## src/rtl/router_ctrl.sv

```systemverilog
// router_ctrl: 1x3 router ingress packet sequencer with per-port read-timeout flush
module router_ctrl #(
    parameter int TIMEOUT = 30,
    parameter int CNT_W   = 5
) (
    input  logic       clk,
    input  logic       rst,
    input  logic       pkt_valid,
    input  logic [1:0] din,
    input  logic [2:0] full,
    input  logic [2:0] empty,
    input  logic [2:0] read_enb,
    input  logic       parity_done,
    input  logic       low_pkt_valid,
    output logic       fifo_full,
    output logic       detect_add,
    output logic       lfd_state,
    output logic       ld_state,
    output logic       laf_state,
    output logic       full_state,
    output logic       rst_int_reg,
    output logic [2:0] write_enb,
    output logic       busy,
    output logic [2:0] soft_reset
);
    typedef enum logic [2:0] {DECODE, LFD, LD, FULL, LAF, LPAR, CHK, WAIT} state_t;
    state_t           state_q, state_d;
    logic [1:0]       addr_q, addr_d;
    logic [CNT_W-1:0] cnt_q [3];
    logic [CNT_W-1:0] cnt_d [3];
    logic [2:0]       sr_q, sr_d;
    logic             wr, sr_hit;
    assign fifo_full   = (addr_q == 2'd3) ? 1'b0 : full[addr_q];
    assign sr_hit      = (addr_q == 2'd3) ? 1'b0 : sr_q[addr_q];
    assign detect_add  = state_q == DECODE;
    assign lfd_state   = state_q == LFD;
    assign ld_state    = state_q == LD;
    assign full_state  = state_q == FULL;
    assign laf_state   = state_q == LAF;
    assign rst_int_reg = state_q == CHK;
    assign busy        = !(state_q == DECODE || state_q == LD);
    assign wr          = state_q == LFD || state_q == LD || state_q == LPAR || state_q == LAF;
    assign write_enb   = (wr && addr_q != 2'd3) ? (3'b001 << addr_q) : 3'b000;
    assign soft_reset  = sr_q;
    always_comb begin
        state_d = state_q;
        addr_d  = addr_q;
        case (state_q)
            DECODE: if (pkt_valid && din != 2'd3) begin
                addr_d  = din;
                state_d = empty[din] ? LFD : WAIT;
            end
            WAIT:   state_d = empty[addr_q] ? LFD : WAIT;
            LFD:    state_d = LD;
            LD:     state_d = fifo_full ? FULL : (!pkt_valid ? LPAR : LD);
            FULL:   state_d = fifo_full ? FULL : LAF;
            LAF:    state_d = parity_done ? DECODE : (low_pkt_valid ? LPAR : LD);
            LPAR:   state_d = CHK;
            CHK:    state_d = fifo_full ? FULL : DECODE;
            default: state_d = DECODE;
        endcase
        // a flush of the port we are serving abandons the packet from any phase
        if (state_q != DECODE && sr_hit) state_d = DECODE;
        for (int i = 0; i < 3; i++) begin
            sr_d[i]  = !read_enb[i] && !empty[i] && cnt_q[i] == CNT_W'(TIMEOUT - 1);
            cnt_d[i] = (read_enb[i] || empty[i] || sr_d[i]) ? '0 : cnt_q[i] + 1'b1;
        end
    end
    always_ff @(posedge clk) begin
        if (rst) begin
            state_q <= DECODE;
            addr_q  <= 2'd0;
            sr_q    <= 3'b000;
            cnt_q   <= '{default: '0};
        end else begin
            state_q <= state_d;
            addr_q  <= addr_d;
            sr_q    <= sr_d;
            cnt_q   <= cnt_d;
        end
    end
endmodule

```

## config.mk

```make
export PLATFORM = sky130hd
export DESIGN_NAME = router_ctrl
export DESIGN_NICKNAME = d
export VERILOG_FILES = /design/src/rtl/router_ctrl.sv
export SDC_FILE = /design/constraint.sdc
export NUM_CORES = 1
export LEC_CHECK = 0
export BUFFER_PORTS_ARGS = -buffer_cell sky130_fd_sc_hd__buf_4
export CAP_MARGIN = 20
export CORE_ASPECT_RATIO = 0.7
export CORE_MARGIN = 2
export CORE_UTILIZATION = 55
export CTS_CLUSTER_SIZE = 16
export DETAILED_ROUTE_END_ITERATION = 10
export HOLD_SLACK_MARGIN = 0.05
export PLACE_DENSITY = 0.93
export SYNTH_ARGS = -nofsm -noshare
export SYNTH_HDL_FRONTEND = slang
export SYNTH_SLANG_ARGS = --single-unit
```

## constraint.sdc

```tcl
create_clock -name clk -period 3.28 [get_ports clk]
set_input_delay 0.164 -clock clk [delete_from_list [all_inputs] [get_ports clk]]
set_output_delay 0.164 -clock clk [all_outputs]
set_load 0.01 [all_outputs]
```

; ---- Yosys cells after proc, flatten, opt, wreduce, memory -nomap -nowiden
; Cells that the tools add are included.
[totals]
inputBits = 16
regBits = 23
out_inout_bits = 14
elab_cells = 80
[op_classes]
n_eq_ne = 14
shifts = 1
n_lt_le_gt_ge = 2
mux = 21
n_addsub = 3
reduce_logical = 33
[ops]
columns = op, count
row1 = $mux 3, 9
row2 = $pmux 3 s8, 1
row3 = $add 5x1->5 const B, 3
row4 = $eq 5x5->1 const B, 3
row5 = $eq 3x3->1 const B, 4
row6 = $logic_or 1x1->1, 10
row7 = $logic_and 1x1->1, 9
row8 = $bmux 1 s2, 4
row9 = $reduce_or 2->1, 4
row10 = $logic_not 1->1, 7
row11 = $eq 3x2->1 const B, 2
row12 = $lt 2x3->1 const B, 2
row13 = $mux 1, 6
row14 = $ne 2x2->1 const B, 2
row15 = $eq 3x1->1 const B, 1
row16 = $logic_not 3->1, 1
row17 = $reduce_bool 3->1, 1
row18 = $shl 1x2->3 const A, 1
row19 = $eq 2x2->1 const B, 1
row20 = $mux 2, 1
row21 = $ne 2x1->1 const B, 1
row22 = $reduce_and 2->1, 1

; ---- Longest topological paths before layout
; Gate-level depths: netlist of run 1.
[depth]
ltp_word = 6
ltp_mapped = 6
ltp_nobuf = 5

; ---- Least setup slack after synthesis of run 1
; OpenSTA, ideal clock, no wires.
[synth_timing]
path_kind = register to output
startpoint = register state_q[2]
endpoint = output write_enb[2]
path_stages_with_launch = 6
arrival_time_ps = 1263
required_time_ps = 3116
n_path_buf = 1
path_slack_ps = 1853
path_cell_list = dfxtp_1 > clkbuf_1 > or2_2 > nand2_1 > nand2_1 > nor3b_1
[synth_via]
elab_chain_cells = 6
[synth_rtl]
columns = element, line
row1 = "start, declared", 27  ; state_t state_q, state_d;
row2 = "start signal, assigned", 76  ; state_q <= state_d;
row3 = $eq 3x1->1 / $eq 3x2->1 (equally long branches), 42  ; assign wr = state_q == LFD || state_q == LD || state_q == LPAR || state_q == LAF;
row4 = $logic_or 1x1->1 (2 in a row), 42
row5 = $logic_or 1x1->1 *, 42
row6 = $logic_and 1x1->1 *, 43  ; assign write_enb = (wr && addr_q != 2'd3) ? (3'b001 << addr_q) : 3'b000;
row7 = $mux 3 *, 43
row8 = "end, declared", 22  ; output logic [2:0] write_enb,
; Every way passes the cells marked *; elsewhere a longest branch is shown, timed or not.

; ---- Final worst setup path of run 1
[layout_timing]
startpoint = register state_q[0]
endpoint = output write_enb[1]
; The elaborated chain is that of the path after synthesis.

==> reports/results.ini, run 1 <==
[route]
via_per_inst=5.38
wl_per_cell_microns=12.7
drt_iter0_drc=65
num_vias=1066
drc_errors=0
ant_nets=0
drtPass1Iterations=4
routed_wl_microns=2510

[sta]
setup_ws_ns=1.43
hold_viol=0
tns_ns=0
period_needed_ns=1.85
skew_ns=0.00104
setup_viol=0
fmax_mhz=541
tightest_slew_ns=0.453
relSlewSlack_pct=69.5
period_share_pct=56.4
finalMaxSlewViolations=0
rsz0062_at_grt=false

[critical_path]
path_delay_family=simple AND/OR/NAND/NOR gates
critical_path_class=reg2out
crit_chain=or3_1, nand2_1, nor3b_1, buf_4
critPathLaunch=state_q[0]
timing.rr.start=addr_q[1]
path_max_fanout=13
cp-end-kind=output pin
worstPathArrival_ns=1.69
cp.required_ns=3.12
cp-start-kind=flip-flop
path_buf_inv=1
cpPeakStageDelay_ns=0.55
critPathSlowestCell=dfxtp_1

[synthesis]
synth-seq-area-share_pct=38.2
yosys-top-cells-area=dfxtp_1, nor2_1, ha_1
synth_flop_cell=dfxtp_1
ys_ff_latch=23
synthArstFlopShare_pct=0
yosys.cell_types.count=37
synth_largest_area_cell=dfxtp_1
yosysMostFrequentCell=dfxtp_1
syn_nets=161
yosysTopAreaCellShare_pct=38.2
avgSynthCellArea_sq_um=8.68
yosys_warnings=0
syn_area_sq_um=1210
synth_edf_count=0
synth_common_cells=dfxtp_1, nor2_1, nor3_1
syn_inst=139

[clock_network]
path_clk_slew_ns=0.12
clock_latency_ns=0.31
cts_made_buffers=3
cts_tree=built
clkSinkCount=23
hold_buffers=0
root_buffer=clkbuf_4
cts_setup_buffers=0
clock_path_buffers=2
cts_resized=0
htreeDepth=1

[floorplanning]
pin_count=30
die_area_sq_um=2590
dieHeight_microns=43.2
rows=14
core_area_sq_um=2120
die_w_microns=60.0
initial_utilization_pct=56.9

[worst_hold_path]
hold_class=in2reg
hp-start=rst

[placed_design]
io_buffers=29
placed_cell_area_sq_um=1430
finalWeightedCongestion=0.832
post-place-ws_ns=1.53
dp_hpwl_microns=2010

[power_and_ir_drop]
seqPwrFrac_pct=40.8
combinationalPowerShare_pct=44.6
p_sw_uw=349
peakVddDrop_mv=0.387
clockPowerShare_pct=14.6
p_int_uw=540
swShare_pct=39.3
power_leakage_uw=0.000574
p_per_area_nw_per_um2=610

[cells_and_area]
layout-drive-gt1-share_pct=22.9
fin_nets=189
area_growth_pct=20.9
fillCellCount=174
num_antenna_cells=0
final_cell_area_sq_um=1460

[grt]
grt_max_degree=14
antenna_found_initial=0
grt_pass1_vias=985
track_usage_pct=21.9
grt-ovfl-total=0
grt_pass1_wl_microns=4220

[run]
cap_viol_max_count=0

[outcome]
status=finished, final reports clean

## worst paths after layout
check / to / slack [ns] / depth (start not counted)
max: write_enb[1] / 1.43 / 4
min: addr_q[0] / 0.08 / 2
max reg2reg: state_q[2] / 1.53 / 4
min reg2reg: cnt_q[10] / 0.48 / 1
## layout by cell type, fill, tap and decap left out, types with 2 or more instances in the layout
master    count
nor2b_1       3
xnor2_1       3
ha_1          6
xor2_1        6
o21ai_0       3
o22ai_1       2
buf_4        29
nor3_1        8
nor3b_1       4
or2_2         2
dfxtp_1      23
and3_1        2
inv_1         5
mux2i_1       4
clkbuf_4      3
o31a_1        2
nand3b_1      4
nand2_1       7
nand2b_1      2
nand3_1       6
nand4_1       4
and2_1        2
a21oi_1       2
nor2_1       21
## worst reg2reg max path: cells and delay by family, from the launching register on
family          cells  cell delay [ns]
compound gates      3             0.81
flops               1             0.53
mux                 1             0.36
## registers in the layout (all words and copies together) (netlist names)
register / cells
cnt_q: 15
soft_reset: 3
state_q: 3
addr_q: 2
## metal layers
layer | share of wire (%) | global-route usage [%] | vias up | wire length [microns]
met3 | 5.0 | 6.71 | 2 | 126
met5 | 0 | 0 | - | 0
met2 | 50 | 37.6 | 27 | 1260
met4 | 0.72 | 5.78 | 0 | 18
li1 | - | - | 538 | -
met1 | 44 | 26.2 | 499 | 1100
## power by group through the flow
stage,Combinational (uW),Sequential [uW],Clock [uW]
after detailed placement,396,368,0
final,397,363,130
after global routing,437,372,147
after floorplan,325,320,0
after CTS,397,361,132
after global placement,385,362,0
## area by class of cell
cell class / count / area (sq um) / share of cell area [%]
multi-input cells: 104 / 684 / 47.0
flip-flops and latches: 23 / 460 / 31.6
repair buffers: 29 / 218 / 14.9
well taps: 32 / 40.0 / 2.75
inverters: 6 / 27.5 / 1.89
clock buffers: 3 / 22.5 / 1.55
clock inverters: 1 / 5.00 / 0.343
## cell families (layout without fill, tap and decap cells)
| family | count (synthesis) | after routing | share of synthesized area [%] |
|---|---|---|---|
| AO/OA/AOI/OAI | 17 | 17 | 10.7 |
| adder cells (fa/ha/maj) | 6 | 6 | 6.22 |
| AND/OR/NAND/NOR | 68 | 68 | 30.0 |
| flip-flops | 23 | 23 | 38.2 |
| XOR/XNOR | 9 | 9 | 6.54 |
| multiplexers | 4 | 4 | 3.32 |
| buffers and inverters | 12 | 39 | 5.08 |
## per-stage QoR
stage,util [%],power [uW],std cells,hold slack (ns)
6_report,68.8,889,198,0.0849
5_1_grt,68.8,955,198,0.0823
4_1_cts,68.8,890,198,0.0799
3_5_place_dp,67.5,764,194,0.416
3_3_place_gp,67.5,747,194,0.414
2_1_floorplan,-,645,139,0.243
Note: power is estimated with default switching activity, not from simulation.
==> run 2: changes to the inputs <==
--- a/config.mk
+++ b/config.mk
@@ -5,15 +5,16 @@
 export SDC_FILE = /design/constraint.sdc
 export NUM_CORES = 1
 export LEC_CHECK = 0
+export ABC_AREA = 1
 export BUFFER_PORTS_ARGS = -buffer_cell sky130_fd_sc_hd__buf_4
 export CAP_MARGIN = 20
 export CORE_ASPECT_RATIO = 0.7
 export CORE_MARGIN = 2
-export CORE_UTILIZATION = 55
+export CORE_UTILIZATION = 47
 export CTS_CLUSTER_SIZE = 16
 export DETAILED_ROUTE_END_ITERATION = 10
 export HOLD_SLACK_MARGIN = 0.05
-export PLACE_DENSITY = 0.93
+export PLACE_DENSITY = 0.85
 export SYNTH_ARGS = -nofsm -noshare
 export SYNTH_HDL_FRONTEND = slang
 export SYNTH_SLANG_ARGS = --single-unit
==> constraint.sdc (replaced) <==
create_clock -name clk -period 1.7 [get_ports clk]
set_input_delay 0.085 -clock clk [delete_from_list [all_inputs] [get_ports clk]]
set_output_delay 0.085 -clock clk [all_outputs]
set_load 0.01 [all_outputs]
==> reports/results.ini, run 2 <==
[clock_network]
htreeDepth=1  ; unchanged
cts_tree=built
cts_setup_buffers=0  ; unchanged
root_buffer=clkbuf_8
clock_latency_ns=0.27  ; -0.04 ns
clock_path_buffers=2  ; unchanged
clkSinkCount=23  ; unchanged
path_clk_slew_ns=0.08  ; -0.04 ns
cts_made_buffers=3  ; unchanged

[route]
drt_iter0_drc=64  ; -1.5%
routed_wl_microns=2740  ; +9.0%
drc_errors=0  ; unchanged
ant_nets=0  ; unchanged
wl_per_cell_microns=11.3  ; -11%
num_vias=1201  ; +13%
via_per_inst=4.96  ; -7.8%
drtPass1Iterations=6  ; +2

[synthesis]
synth_common_cells=nand2_1, nor2_1, dfxtp_1
syn_inst=172  ; +24%
yosysTopAreaCellShare_pct=36.8  ; -1.3 points
synthArstFlopShare_pct=0  ; unchanged
synth_largest_area_cell=dfxtp_1
synth_flop_cell=dfxtp_1
synth-seq-area-share_pct=36.8  ; -1.3 points
syn_nets=194  ; +20%
yosys_warnings=0  ; unchanged
syn_area_sq_um=1250  ; +3.6%
yosys.cell_types.count=27  ; -27%
synth_edf_count=0  ; unchanged
yosys-top-cells-area=dfxtp_1, nand2_1, nor2_1
ys_ff_latch=23  ; unchanged
avgSynthCellArea_sq_um=7.27  ; -16%

[power_and_ir_drop]
total_power_uw=1810  ; +100%
p_per_area_nw_per_um2=1130  ; +86%
power_leakage_uw=0.000736  ; +28%
peakVddDrop_mv=0.771  ; +99%

[critical_path]
cp-end-kind=flip-flop
path_max_fanout=4  ; -9
cp.required_ns=1.91  ; -1.21 ns
critical_path_class=reg2reg
cp-start-kind=flip-flop
worstPathArrival_ns=1.74  ; +0.05 ns

[placed_design]
post-place-ws_ns=0.334  ; -1.20 ns
dp_hpwl_microns=1990  ; -0.59%
placed_cell_area_sq_um=1480  ; +3.8%
io_buffers=29  ; unchanged
finalWeightedCongestion=0.829  ; -0.32%

[sta]
tns_ns=0  ; unchanged
setup_viol=0  ; unchanged
relSlewSlack_pct=75.2  ; +5.7 points
tightest_slew_ns=0.372  ; -0.0811 ns
period_share_pct=90.0
hold_viol=0  ; unchanged
rsz0062_at_grt=false
period_needed_ns=1.53
setup_ws_ns=0.170  ; -1.26 ns
fmax_mhz=654
skew_ns=0.00643  ; +0.00539 ns
finalMaxSlewViolations=0  ; unchanged

[grt]
grt_pass1_wl_microns=4570  ; +8.4%
use_met3_pct=5.76  ; -0.95 points
track_usage_pct=19.8  ; -2.1 points
grt_max_degree=13  ; -1
antenna_found_initial=0  ; unchanged
grt_use_met1_pct=26.9  ; +0.77 points
grtUsageMet2_pct=29.7  ; -7.9 points
grt_pass1_vias=1065  ; +8.1%
grt-ovfl-total=0  ; unchanged
grt-busiest-layer=met2

[floorplanning]
die_w_microns=65.6  ; +9.4%
initial_utilization_pct=50.1  ; -6.8 points
core_area_sq_um=2500  ; +18%
rows=15  ; +1
die_area_sq_um=3090  ; +19%
pin_count=30  ; unchanged
dieHeight_microns=47.1  ; +9.2%

[cells_and_area]
layout-drive-gt1-share_pct=23.1  ; +0.19 points
final_cell_area_sq_um=1600  ; +9.5%
area_growth_pct=27.7
num_antenna_cells=0  ; unchanged
fillCellCount=228  ; +31%
fin_nets=231  ; +22%
mostFrequentLayoutCells=buf_4, nand2_1, nor2_1, dfxtp_1, inv_1
mostFrequentLayoutCell=buf_4
max_flop_register=cnt_q
largest_reg_flops=15  ; unchanged

[worst_hold_path]
hold_class=in2reg

[run]
cap_viol_max_count=0  ; unchanged

[outcome]
status=finished, final reports clean

==> run 2: changes by cell type after synthesis, sizes merged, moves of 3 or more <==
cell / previous run / this run
nor3b: 4 / 1
a21oi: 2 / 7
nor2b: 3 / 0
xor2: 6 / 1
nor2: 21 / 29
o21ai: 3 / 7
nand3: 7 / 15
inv: 5 / 24
nand2: 7 / 28
nor4: 0 / 3
mux2i: 4 / 0
==> run 2: cell families (layout without fill, tap and decap cells) <==
kind of cell    Yosys count  after routing  synth area share [%]
compound gates           19             19                  8.61
xor+xnor                  3              3                  2.10
fa+ha+maj                 6              6                  6.01
buf+inv                  28             64                  9.91
flops                    23             23                  36.8
simple gates             93             93                  36.5
==> run 2: power breakdown <==
| group | leakage, uW | internal [uW] | switching [uW] | total, uW |
|---|---|---|---|---|
| clock network | 0.0000228 | 168 | 173 | 340 |
| logic | 0.000526 | 334 | 447 | 781 |
| registers | 0.000187 | 587 | 101 | 688 |
| total | 0.000736 | 1090 | 721 | 1810 |
==> run 2: timing repair <==
action | 4_1_cts | 5_1_grt
endpoints found under the hold margin | 3 | 0
resized for setup | 0 | 2
hold buffers | 6 | 0
endpoints found under the setup margin | 0 | 4
==> run 2: layer usage <==
| layer | part of all wire, % | routed length, microns |
|---|---|---|
| met1 | 50 | 1360 |
| met2 | 43 | 1190 |
| met3 | 6.0 | 164 |
| met4 | 0.88 | 24 |
| met5 | 0 | 0 |
==> run 2: layout make-up <==
| class | count | area (sq um) | area share, % |
|---|---|---|---|
| inverter | 25 | 97.6 | 6.11 |
| timing repair buffer | 35 | 278 | 17.4 |
| clock buffer | 4 | 45.0 | 2.82 |
| multi-input combinational | 121 | 672 | 42.1 |
| sequential | 23 | 462 | 28.9 |
| tap | 34 | 42.5 | 2.66 |
==> run 2: critical path, stage by stage (launching register included) <==
cell and delay [ns]:
dfxtp_1 0.38, ha_1 0.17, nand4_1 0.16, nor4_2 0.18, dlygate4sd3_1 0.58
==> run 2: final timing paths <==
| kind | slack (ns) | cells past startpoint | end | start |
|---|---|---|---|---|
| hold reg to reg | 0.47 | 1 | cnt_q[0] | cnt_q[0] |
| setup reg to reg | 0.17 | 4 | soft_reset[1] | cnt_q[5] |
| hold / removal | 0.06 | 2 | addr_q[1] | rst |
| setup / recovery | 0.17 | 4 | soft_reset[1] | cnt_q[5] |
==> run 2: stage by stage <==
step	hold slack (ns)	std cells	utilization [%]
2_1_floorplan	0.163	172	-
3_3_place_gp	0.266	232	59.4
3_5_place_dp	0.265	232	59.4
4_1_cts	0.0540	242	63.7
5_1_grt	0.0735	242	64.0
6_report	0.0627	242	64.0
